**config.mk**
```make
export PLATFORM = sky130hd
export DESIGN_NAME = mult_div_unit
export DESIGN_NICKNAME = d
export VERILOG_FILES = /design/src/rtl/mdu_pkg.sv /design/src/rtl/mdu_restoring_div.sv /design/src/rtl/mult_div_unit.sv
export SDC_FILE = /design/constraint.sdc
export NUM_CORES = 1
export LEC_CHECK = 0
export CAP_MARGIN = 40
export CELL_PAD_IN_SITES_DETAIL_PLACEMENT = 0
export CELL_PAD_IN_SITES_GLOBAL_PLACEMENT = 1
export CORE_AREA = 3 3 194 196
export CTS_BUF_LIST = sky130_fd_sc_hd__clkbuf_4 sky130_fd_sc_hd__clkbuf_8 sky130_fd_sc_hd__clkbuf_16
export CTS_CLUSTER_SIZE = 20
export DETAILED_ROUTE_END_ITERATION = 8
export DIE_AREA = 0 0 197 199
export GPL_ROUTABILITY_DRIVEN = 0
export PLACE_DENSITY_LB_ADDON = 0.1
export SKIP_CTS_REPAIR_TIMING = 1
export SLEW_MARGIN = 40
export SYNTH_ARGS = -nofsm -noshare
export SYNTH_HDL_FRONTEND = slang
export SYNTH_SLANG_ARGS = --single-unit
```
**constraint.sdc**
```tcl
create_clock -name clock -period 4.06 [get_ports clock]
set_input_delay 0.812 -clock clock [delete_from_list [all_inputs] [get_ports clock]]
set_output_delay 0.812 -clock clock [all_outputs]
set_load 0.1 [all_outputs]
```
**src/rtl/mdu_pkg.sv**
```systemverilog
// Shared definitions for the multiply/divide unit: opcodes, FSM encoding and
// the opcode classifier used by the stall logic.
package mdu_pkg;

  localparam logic [5:0] MULT_OP = 6'b000010;
  localparam logic [5:0] DIV_OP  = 6'b000011;
  localparam logic [5:0] MFHI_OP = 6'b000100;
  localparam logic [5:0] MFLO_OP = 6'b000101;

  typedef enum logic [1:0] {
    ST_IDLE = 2'd0,
    ST_MUL  = 2'd1,
    ST_DIV  = 2'd2
  } mdu_state_e;

  // True for any opcode that reads or writes HI/LO through this unit.
  function automatic logic is_mdu_op(input logic [5:0] op);
    return (op == MULT_OP) || (op == DIV_OP) || (op == MFHI_OP) || (op == MFLO_OP);
  endfunction

endpackage

```
**src/rtl/mdu_restoring_div.sv**
```systemverilog
// One restoring-division step: shift the next dividend bit into the partial
// remainder, trial-subtract the divisor, keep the difference if it did not
// borrow. The quotient bit is the inverted borrow.
module mdu_restoring_div #(
  parameter int WIDTH = 32
) (
  input  logic [WIDTH-1:0] i_rem,
  input  logic             i_dividend_bit,
  input  logic [WIDTH-1:0] i_divisor,
  output logic [WIDTH-1:0] o_rem,
  output logic             o_q_bit
);

  logic [WIDTH:0] w_partial;
  logic [WIDTH:0] w_diff;

  // Trial subtraction; the partial remainder stays below twice the divisor,
  // so bit WIDTH of the difference is exactly the borrow. A zero divisor never
  // borrows, which yields an all-ones quotient and remainder == dividend.
  always_comb begin
    w_partial = {i_rem, i_dividend_bit};
    w_diff    = w_partial - {1'b0, i_divisor};
    o_q_bit   = ~w_diff[WIDTH];
    o_rem     = o_q_bit ? w_diff[WIDTH-1:0] : w_partial[WIDTH-1:0];
  end

endmodule

```
**src/rtl/mult_div_unit.sv**
```systemverilog
// Iterative multiply/divide unit with architectural HI/LO registers.
// One shift-add or restoring-subtract step per clock, WIDTH steps per op.
// Build option: define MDU_SIGNED_EN for signed MULT/DIV (operand magnitudes
// with sign fix-up of the result); otherwise MULTU/DIVU semantics.
module mult_div_unit
  import mdu_pkg::*;
#(
  parameter int WIDTH = 32
) (
  input  logic             clock,
  input  logic             reset_n,
  input  logic             start,
  input  logic [5:0]       op_x,
  input  logic [WIDTH-1:0] rs_val,
  input  logic [WIDTH-1:0] rt_val,
  input  logic [5:0]       op_d,
  output logic [WIDTH-1:0] hi,
  output logic [WIDTH-1:0] lo,
  output logic [WIDTH-1:0] mf_data,
  output logic             busy,
  output logic             done,
  output logic             div_zero,
  output logic             stall_req
);

  localparam int CNT_W = $clog2(WIDTH);

  mdu_state_e r_state, w_next_state;
  logic [CNT_W-1:0]   r_count;
  logic [2*WIDTH-1:0] r_prod;
  logic [WIDTH-1:0]   r_mcand, r_divisor, r_rem, r_quo;
  logic [WIDTH-1:0]   r_hi, r_lo;
  logic               r_done, r_div_zero, r_zero_div;

  logic               w_accept, w_last;
  logic [WIDTH-1:0]   w_a_mag, w_b_mag;
  logic [WIDTH:0]     w_add;
  logic [2*WIDTH-1:0] w_prod_next, w_prod_res;
  logic [WIDTH-1:0]   w_rem_next, w_quo_next, w_rem_res, w_quo_res;
  logic               w_q_bit;

  assign w_accept = (r_state == ST_IDLE) && start && ((op_x == MULT_OP) || (op_x == DIV_OP));
  assign w_last   = (r_count == CNT_W'(WIDTH - 1));

`ifdef MDU_SIGNED_EN
  logic r_neg_res, r_neg_rem;

  assign w_a_mag = rs_val[WIDTH-1] ? (~rs_val + 1'b1) : rs_val;
  assign w_b_mag = rt_val[WIDTH-1] ? (~rt_val + 1'b1) : rt_val;

  // Result signs are captured with the operands; inputs may change mid-op.
  always_ff @(posedge clock or negedge reset_n) begin
    if (!reset_n) begin
      r_neg_res <= 1'b0;
      r_neg_rem <= 1'b0;
    end else if (w_accept) begin
      r_neg_res <= rs_val[WIDTH-1] ^ rt_val[WIDTH-1];
      r_neg_rem <= rs_val[WIDTH-1];
    end
  end

  assign w_prod_res = r_neg_res ? (~w_prod_next + 1'b1) : w_prod_next;
  assign w_quo_res  = r_neg_res ? (~w_quo_next + 1'b1) : w_quo_next;
  assign w_rem_res  = r_neg_rem ? (~w_rem_next + 1'b1) : w_rem_next;
`else
  assign w_a_mag    = rs_val;
  assign w_b_mag    = rt_val;
  assign w_prod_res = w_prod_next;
  assign w_quo_res  = w_quo_next;
  assign w_rem_res  = w_rem_next;
`endif

  // Shift-add multiply step: add multiplicand into the upper half when the
  // current multiplier bit (LSB) is set, then shift the whole product right.
  assign w_add       = {1'b0, r_prod[2*WIDTH-1:WIDTH]} + (r_prod[0] ? {1'b0, r_mcand} : '0);
  assign w_prod_next = {w_add, r_prod[WIDTH-1:1]};

  mdu_restoring_div #(.WIDTH(WIDTH)) u_div_step (
    .i_rem          (r_rem),
    .i_dividend_bit (r_quo[WIDTH-1]),
    .i_divisor      (r_divisor),
    .o_rem          (w_rem_next),
    .o_q_bit        (w_q_bit)
  );
  assign w_quo_next = {r_quo[WIDTH-2:0], w_q_bit};

  // FSM state register.
  // NOTE: sequential state uses non-blocking assignments so every flop samples pre-edge values.
  always_ff @(posedge clock or negedge reset_n) begin
    if (!reset_n) r_state <= ST_IDLE;
    else          r_state <= w_next_state;
  end

  // FSM next-state: launch on an accepted op, return to IDLE after the last step.
  // NOTE: default assignment first so no path leaves w_next_state unassigned (no latch).
  always_comb begin
    w_next_state = r_state;
    unique case (r_state)
      ST_IDLE: if (w_accept) w_next_state = (op_x == MULT_OP) ? ST_MUL : ST_DIV;
      ST_MUL,
      ST_DIV:  if (w_last) w_next_state = ST_IDLE;
      default: w_next_state = ST_IDLE;
    endcase
  end

  // FSM outputs: busy for the whole in-flight window.
  always_comb begin
    busy = (r_state != ST_IDLE);
  end

  // Iteration datapath: load operands on accept, advance one step per edge.
  // NOTE: datapath registers are reset too, so an aborted op never leaves X state behind.
  always_ff @(posedge clock or negedge reset_n) begin
    if (!reset_n) begin
      r_count    <= '0;
      r_prod     <= '0;
      r_mcand    <= '0;
      r_divisor  <= '0;
      r_rem      <= '0;
      r_quo      <= '0;
      r_zero_div <= 1'b0;
    end else if (w_accept) begin
      r_count    <= '0;
      r_prod     <= {{WIDTH{1'b0}}, w_b_mag};
      r_mcand    <= w_a_mag;
      r_divisor  <= w_b_mag;
      r_rem      <= '0;
      r_quo      <= w_a_mag;
      r_zero_div <= (rt_val == '0);
    end else if (r_state != ST_IDLE) begin
      r_count <= w_last ? '0 : r_count + 1'b1;
      if (r_state == ST_MUL) r_prod <= w_prod_next;
      if (r_state == ST_DIV) begin
        r_rem <= w_rem_next;
        r_quo <= w_quo_next;
      end
    end
  end

  // HI/LO commit and one-cycle completion pulses on the final step.
  always_ff @(posedge clock or negedge reset_n) begin
    if (!reset_n) begin
      r_hi       <= '0;
      r_lo       <= '0;
      r_done     <= 1'b0;
      r_div_zero <= 1'b0;
    end else begin
      r_done     <= 1'b0;
      r_div_zero <= 1'b0;
      if ((r_state != ST_IDLE) && w_last) begin
        r_done <= 1'b1;
        if (r_state == ST_MUL) begin
          r_hi <= w_prod_res[2*WIDTH-1:WIDTH];
          r_lo <= w_prod_res[WIDTH-1:0];
        end else begin
          r_hi       <= w_rem_res;
          r_lo       <= r_zero_div ? '1 : w_quo_res;
          r_div_zero <= r_zero_div;
        end
      end
    end
  end

  assign hi        = r_hi;
  assign lo        = r_lo;
  assign done      = r_done;
  assign div_zero  = r_div_zero;
  assign mf_data   = (op_x == MFHI_OP) ? r_hi : r_lo;
  assign stall_req = (busy | start) & is_mdu_op(op_d);

endmodule
```
# Word level (Yosys, flattened, before mapping)
# Cells that the tools add are included.
[classes]
add_sub_neg = 3
multipliers = 0
n_div = 0
n_lt_le_gt_ge = 0
eq_ne = 12
n_shift = 0
n_mux = 25
bitwise_logic = 3
n_reduce_logical = 17
[op_table]
columns = ["op", "n"]
rows = [
  ["32-bit 2-to-1 mux", 12],
  ["64-bit 2-to-1 mux", 3],
  ["32-bit by 32-bit adder with 33-bit output", 1],
  ["33-bit by 32-bit subtractor with 33-bit output", 1],
  ["32-bit logical NOT", 1],
  ["6-bit by 2-bit equality test with 1-bit output (second input constant)", 4],
  ["6-bit by 3-bit equality test with 1-bit output (second input constant)", 3],
  ["5-bit 2-to-1 mux", 3],
  ["2-bit nonzero test", 4],
  ["2-bit 2-to-1 mux", 3],
  ["2-bit AND reduction", 3],
  ["5-bit by 1-bit adder with 5-bit output (second input constant)", 1],
  ["5-bit equality test (second input constant)", 1],
  ["1-bit logical OR", 4],
  ["2-bit != test (second input constant)", 2],
  ["2-bit case mux with 2 select lines", 1],
  ["1-bit logical AND", 3],
  ["1-bit 2-to-1 mux", 3],
  ["2-bit by 1-bit equality test with 1-bit output (second input constant)", 1],
  ["2-bit equality test (second input constant)", 1],
  ["2-bit logical NOT", 1],
  ["2-bit OR reduction", 1],
  ["1-bit AND", 1],
  ["1-bit inverter", 1],
  ["1-bit OR", 1],
]
[word_totals]
ff_bits = 266
latchBits = 0
ramBits = 0
rom_bits = 0
inputBits = 79
out_inout_bits = 100
elab_cells = 72
mem_count = 0

# Logic depth before layout (Yosys ltp)
# Gate-level depths: netlist (run 1).
[logic_depth]
word_depth = 5
mapped_depth = 14
ltp_nobuf = 12

# By module
# From an unflattened synthesis (run 1), not the netlist that was laid out.
[unflattened]
cells_unflattened = 1757
hier_area_um2 = 15563.7
[modules_own_cells]
columns = ["module", "n_inst", "cells_each", "area_each_um2", "seq_area_each_um2"]
rows = [
  ["mult_div_unit", 1, 1452, 13205.2, 6656.4],
  ["mdu_restoring_div", 1, 305, 2358.5, 0.0],
]

# Least setup slack after synthesis (run 1)
# Ideal clock, no wire load.
[synth_path]
kind = "reg2reg"
from = "reg r_prod[0]"
to = "reg r_hi[27] (netlist: hi[27])"
setup_time_ns = 0.123
arrival_ns = 3.003
t_required_ns = 3.937
setup_slack_ns = 0.934
stages_incl_launch_ff = 14
n_path_buf = 1
synth_period_minus_slack_ns = 3.126
path_cell_list = "dfrtp_1 -> clkbuf_1 -> and2_1 -> ha_1 -> fa_1 -> a21o_1 -> a31oi_1 -> nor2_1 -> a31o_2 -> o21ai_1 -> o21bai_1 -> a221oi_1 -> xnor2_1 -> o221a_2"
[synth_between]
elab_chain_len = 3
[synth_lines]
columns = ["item", "line", "rtl"]
rows = [
  ["from (decl)", "mult_div_unit.sv:30", "logic [2*WIDTH-1:0] r_prod;"],
  ["from (signal assigned)", "mult_div_unit.sv:124", "r_prod <= {{WIDTH{1'b0}}, w_b_mag};"],
  ["from (signal assigned)", "mult_div_unit.sv:132", "if (r_state == ST_MUL) r_prod <= w_prod_next;"],
  ["32-bit 2-to-1 mux", "mult_div_unit.sv:75", "assign w_add = {1'b0, r_prod[2*WIDTH-1:WIDTH]} + (r_prod[0] ? {1'b0, r_mcand} : '0);"],
  ["32-bit by 32-bit adder with 33-bit output", "mult_div_unit.sv:75", ""],
  ["32-bit 2-to-1 mux", "mult_div_unit.sv:152", "if (r_state == ST_MUL) begin"],
  ["to (signal assigned)", "mult_div_unit.sv:153", "r_hi <= w_prod_res[2*WIDTH-1:WIDTH];"],
  ["to (signal assigned)", "mult_div_unit.sv:156", "r_hi <= w_rem_res;"],
  ["to (decl)", "mult_div_unit.sv:32", "logic [WIDTH-1:0] r_hi, r_lo;"],
]
# No other way between the ends.
# A chain may end at the register's enable or synchronous reset.

# Final worst setup path (run 1)
[layout_path]
from = "reg r_prod[0]"
to = "reg r_prod[58]"
[layout_between]
elab_chain_len = 5
[layout_lines]
columns = ["item", "line", "rtl"]
rows = [
  ["32-bit 2-to-1 mux", "mult_div_unit.sv:75", ""],
  ["32-bit by 32-bit adder with 33-bit output", "mult_div_unit.sv:75", ""],
  ["64-bit 2-to-1 mux", "mult_div_unit.sv:132", ""],
  ["64-bit 2-to-1 mux", "mult_div_unit.sv:130", "end else if (r_state != ST_IDLE) begin"],
  ["64-bit 2-to-1 mux", "mult_div_unit.sv:122", "end else if (w_accept) begin"],
]
# No other way between the ends. The select of a mux whose other input is x is not followed.

==> flow_summary.toml, run 1 <==
[status]
status = "complete, no violations"

[route]
drt-initial-drc-count = 957
drc = 0
wl_per_cell_microns = 21.0
vias_per_cell = 5.66
final_antenna_net_count = 0
dr.pass1.iters = 5
drt_wl_total_microns = 50800
vias = 13705

[worst_setup_path]
crit_fanout = 15
worstSetupEndpointType = "flip-flop"
worstPathArrival_ns = 4.05
path_class = "flip-flop to flip-flop"
startpoint_type = "flip-flop"
required_ns = 4.46
rrSetupSlack_ns = 0.42

[finish]
n_antenna_cell = 0
finalInstanceArea_sq_um = 18900
areaGrowthSynthToFinish_pct = 21.8
area.sequential_sq_um = 6660
mostFrequentLayoutCells = "nand2_1, dfrtp_1, o21ai_0, a21oi_1, nand3_1"
final_common_cell = "nand2_1"
layout-drive-gt1-share_pct = 12.8
final_nets = 2078
multi_input_area_sq_um = 8280
num-fill-cells = 3440
post-route-util_pct = 52.1

[timing]
slew_viol_final = 0
finalSetupTns_ns = 0
fmax_mhz = 275
worstMarginPinSlew_ns = 0.845
final-setup-viol-count = 0
rsz0062_at_grt = "no"
period_share_pct = 89.7
hold_viol_final = 0
fin_crit_ns = 3.64
worst_hold_slack_ns = 0.243
relSlewSlack_pct = 43.6
finClkSkew_ns = 0.0184

[synth]
synthSimpleGateAreaFrac_pct = 19.9
ys_warn_count = 0
synth-seq-cells = 266
synth_xor_area_share_pct = 2.54
yosysSeqAreaShare_pct = 42.9
syn_area_per_cell_sq_um = 8.67
yosys.area_share.adder_pct = 5.83
ys_types = 73
ys_dominant_reg_cell = "dfrtp_1"
synth_top_family_by_area = "compound AO/OA/AOI/OAI gates"
synth_edf_count = 0
synthArstFlopShare_pct = 100
syn_inst = 1787
synth_compound_area_share_pct = 20.2
syn_area_sq_um = 15500
synth_nets = 1937
muxShareOfSynthArea_pct = 4.66

[die]
design.die.area_sq_um = 39200
die_h_microns = 199
io_pins = 179
std_cell_rows = 70
dieWidth_microns = 197
initial_core_util_pct = 42.7
coreArea_sq_um = 36300

[global_route]
grt_max_degree = 101
grt_pass1_wl_microns = 78100
track_usage_pct = 25.5
antenna_found_initial = 0
grt_overflow = 0
grt_pass1_vias = 13238

[flow_run]
maxCapViolations = 0

[clock_tree]
numCtsBuffers = 31
cts_tree = "yes"
cts_sinks = 266
clk_path_buf_depth = 3
clock_latency_ns = 0.57
htreeDepth = 1
root_buffer = "clkbuf_16"
clk_pin_slew_ns = 0.06

[pwr]
peakVddDrop_mv = 0.350
power_density_nw_per_um2 = 693
p_total_w = 0.0131
power_leakage_nw = 8.96

[place]
port_buffers = 177
postPlaceCellArea_sq_um = 17800
dp_hpwl_microns = 36600

[min_path]
worstHoldPathType = "primary input to async pin"
-- final timing paths --
path | cells after the start | end | from
max | 12 | r_prod[58] | r_prod[0]
max in group asynchronous | 2 | r_rem[24] | reset_n
min reg2reg | 2 | r_mcand[18] | r_mcand[18]
min | 1 | r_prod[8] | reset_n
min in group clock | 2 | r_mcand[18] | r_mcand[18]
max reg2reg | 12 | r_prod[58] | r_prod[0]
-- metal layers --
metal	vias to the layer above	global-route usage, %	part of all wire, %	wire, microns
met2	366	41.7	46	23300
met3	85	3.25	4.7	2380
li1	6612	-	-	-
met1	6642	34.7	45	23100
met4	0	10.2	4.1	2080
met5	-	0	0	0
-- cell type report --
type | instances | share of cell area, %
Clock inverter | 8 | 0.623
Multi-Input combinational cell | 1366 | 43.8
Timing Repair Buffer | 210 | 11.0
Sequential cell | 266 | 35.3
Clock buffer | 49 | 5.12
Inverter | 53 | 1.05
Tap cell | 468 | 3.10
-- per-stage QoR --
stage	std cells	worst slack, ns
after floorplan	1787	0.934
after global placement	2362	0.474
after detailed placement	2363	0.431
after CTS	2420	0.436
after global routing	2420	0.186
final	2420	0.418
-- power breakdown --
part	leakage, nW	switching (W)	total [W]	internal [W]
Sequential	3.18	0.000620	0.00407	0.00345
Combinational	5.22	0.00366	0.00607	0.00241
Clock	0.546	0.00114	0.00295	0.00181
-- cells in the mapped netlist, drive strengths merged (11+ instances only) --
master,n,area share (%)
and2,44,1.8
o21ai,190,6.1
a21o,34,1.6
mux2i,35,2.3
nor2,52,1.3
a31oi,12,0.48
o21a,24,1.2
xnor2,30,1.7
ha,69,5.6
a21oi,94,3.1
nor3,15,0.52
a22oi,55,2.7
dfrtp,266,43
inv,52,1.3
nand2,383,9.3
o211ai,13,0.63
nand4,11,0.44
xor2,15,0.85
nand3,79,2.6
clkbuf,92,2.2
mux2,33,2.4
or3,41,1.7
-- kinds of logic (layout without fill, tap and decap cells) --
kind of cell,count (synthesis),in the layout
multiplexers,68,68
AO/OA/AOI/OAI,503,503
XOR/XNOR,45,45
AND/OR/NAND/NOR,679,679
adder cells (fa/ha/maj),71,71
buffers and inverters,155,320
flip-flops,266,266
-- state kept, by name, summed over array words and instances (netlist names) --
signal,count
r_prod,64
hi,32
lo,32
r_divisor,32
r_mcand,32
r_quo,32
r_rem,32
r_count,5
r_state,2
div_zero,1
done,1
r_zero_div,1
-- worst max-delay path, stage by stage, from the launching register on --
cell      delay, ns
dfrtp_1        0.47
buf_4          0.22
and2_1         0.15
ha_1           0.36
a21oi_1        0.19
o21ai_0        0.17
o2111a_1       0.29
o21ai_0        0.41
a21oi_1        0.18
a21oi_1        0.38
o21ai_0        0.19
xnor2_1        0.32
o21ai_0        0.15
(Power assumes the default switching activity.)
==> run 2: changes to the inputs <==
- CTS_CLUSTER_DIAMETER: not set -> 60
==> flow_summary.toml, run 2 (synthesized netlist as in run 1, its figures left out) <==
[worst_setup_path]
path_class = "flip-flop to flip-flop"
crit_fanout = 15
required_ns = 4.47
crit_family = "compound AO/OA/AOI/OAI gates"
worstSetupEndpointType = "flip-flop"
worstPathArrival_ns = 4.02
crit_buf_inv = 1
path_cells = "buf_4 -> and2_1 -> ha_1 -> a21oi_1 -> o21ai_0 -> o2111a_1 -> o21ai_0 -> a21oi_1 -> a21oi_1 -> o21ai_0 -> xnor2_1 -> o21ai_0"
crit_top_cell = "o21ai_0"
startpoint_type = "flip-flop"
cpPeakStageDelay_ns = 0.47
critPathSlowestCell = "dfrtp_1"

[min_path]
worstHoldPathType = "primary input to async pin"

[route]
dr.pass1.iters = 7
drc = 0
wl_per_cell_microns = 21.0
final_antenna_net_count = 0
drt-initial-drc-count = 1026
vias = 13690
vias_per_cell = 5.68
drt_wl_total_microns = 50700

[finish]
n_antenna_cell = 0
areaGrowthSynthToFinish_pct = 20.8
num-fill-cells = 3456
final_common_cell = "nand2_1"
mostFrequentLayoutCells = "nand2_1, dfrtp_1, o21ai_0, a21oi_1, nand3_1"
largest_register_ffs = 64
layout-drive-gt1-share_pct = 12.4
final_cells = 2411
finalInstanceArea_sq_um = 18700
post-route-util_pct = 51.6
final_nets = 2073
top_register = "r_prod"

[timing]
worstMarginPinSlew_ns = 0.862
finalSetupTns_ns = 0
rsz0062_at_grt = "no"
finClkSkew_ns = 0.0173
fmax_mhz = 277
fin_crit_ns = 3.61
slew_viol_final = 0
period_share_pct = 89.0
final-setup-viol-count = 0
relSlewSlack_pct = 42.4
setup_slack_ns = 0.447
hold_viol_final = 0

[pwr]
power_leakage_nw = 8.86
p_int_w = 0.00726
combPwrFrac_pct = 47.6
seq_power_share_pct = 31.8
clkPwrFrac_pct = 20.6
peakVddDrop_mv = 0.405
swShare_pct = 43.2
power_density_nw_per_um2 = 682
p_sw_w = 0.00551

[die]
die_h_microns = 199
design.die.area_sq_um = 39200
initial_core_util_pct = 42.7
std_cell_rows = 70
coreArea_sq_um = 36300
dieWidth_microns = 197
io_pins = 179

[clock_tree]
cts_tree = "yes"
htreeDepth = 1
numCtsBuffers = 26
clock_latency_ns = 0.56
clk_pin_slew_ns = 0.08
root_buffer = "clkbuf_16"
clk_path_buf_depth = 3
cts_sinks = 266

[global_route]
grt_max_degree = 101
grt_overflow = 0
grt_pass1_vias = 13195
track_usage_pct = 25.4
antenna_found_initial = 0
grt_pass1_wl_microns = 78100

[place]
pre_cts_ws_ns = 0.431
dpl.cell_count = 2363
dp_hpwl_microns = 36600
port_buffers = 177
postPlaceCellArea_sq_um = 17800

[flow_run]
maxCapViolations = 0

[status]
status = "complete, no violations"
run 2: changes by cell type in the layout (fill, tap and decap cells not counted), sizes merged:
cell / before / now
bufinv: 3 / 1
clkbuf: 49 / 31
clkinv: 5 / 6
clkinvlp: 1 / 2
inv: 52 / 61
run 2: metrics by stage:
step	hold WS, ns	total power, W
after global routing	0.281	0.0137
after floorplan	0.437	0.00824
after global placement	0.453	0.0100
final	0.249	0.0128
after detailed placement	0.457	0.0102
after CTS	0.282	0.0128
run 2: per-layer routing:
| metal | part of all wire, % | vias to the layer above | global-route usage, % |
|---|---|---|---|
| li1 | - | 6599 | - |
| met1 | 45 | 6626 | 34.6 |
| met2 | 47 | 392 | 42.5 |
| met3 | 4.9 | 73 | 3.49 |
| met4 | 3.4 | 0 | 7.89 |
| met5 | 0 | - | 0 |
run 2: cell type report:
| class | instances | area, sq um | area share, % |
|---|---|---|---|
| clock buffer | 31 | 724 | 3.87 |
| sequential | 266 | 6660 | 35.6 |
| inverter | 53 | 199 | 1.06 |
| multi-input combinational | 1366 | 8280 | 44.2 |
| clock inverter | 17 | 196 | 1.05 |
| tap | 468 | 586 | 3.13 |
| timing repair buffer | 210 | 2080 | 11.1 |
run 2: power groups by stage:
stage	logic, W	clock network [W]	registers (W)
after detailed placement	0.00606	0	0.00410
after floorplan	0.00439	0	0.00385
final	0.00608	0.00263	0.00406
after CTS	0.00609	0.00269	0.00406
after global placement	0.00596	0	0.00408
after global routing	0.00676	0.00279	0.00414
run 2: path summary, 6_finish.rpt:
check                           slack, ns           to         from  cells after the start
max in group asynchronous            2.88   r_state[0]      reset_n                      2
min in group clock                   0.48  r_mcand[29]  r_mcand[29]                      2
worst min-delay path                 0.25    r_prod[8]      reset_n                      1
worst max-delay path                 0.45   r_prod[58]    r_prod[0]                     12
worst max register to register       0.45   r_prod[58]    r_prod[0]                     12
worst min register to register       0.48  r_mcand[29]  r_mcand[29]                      2
==> run 3: changes to the inputs <==
- ABC_CLOCK_PERIOD_IN_PS: not set -> 4059
==> results of run 3 <==
The final DEF is identical to that of run 2; final timing and power are the same.
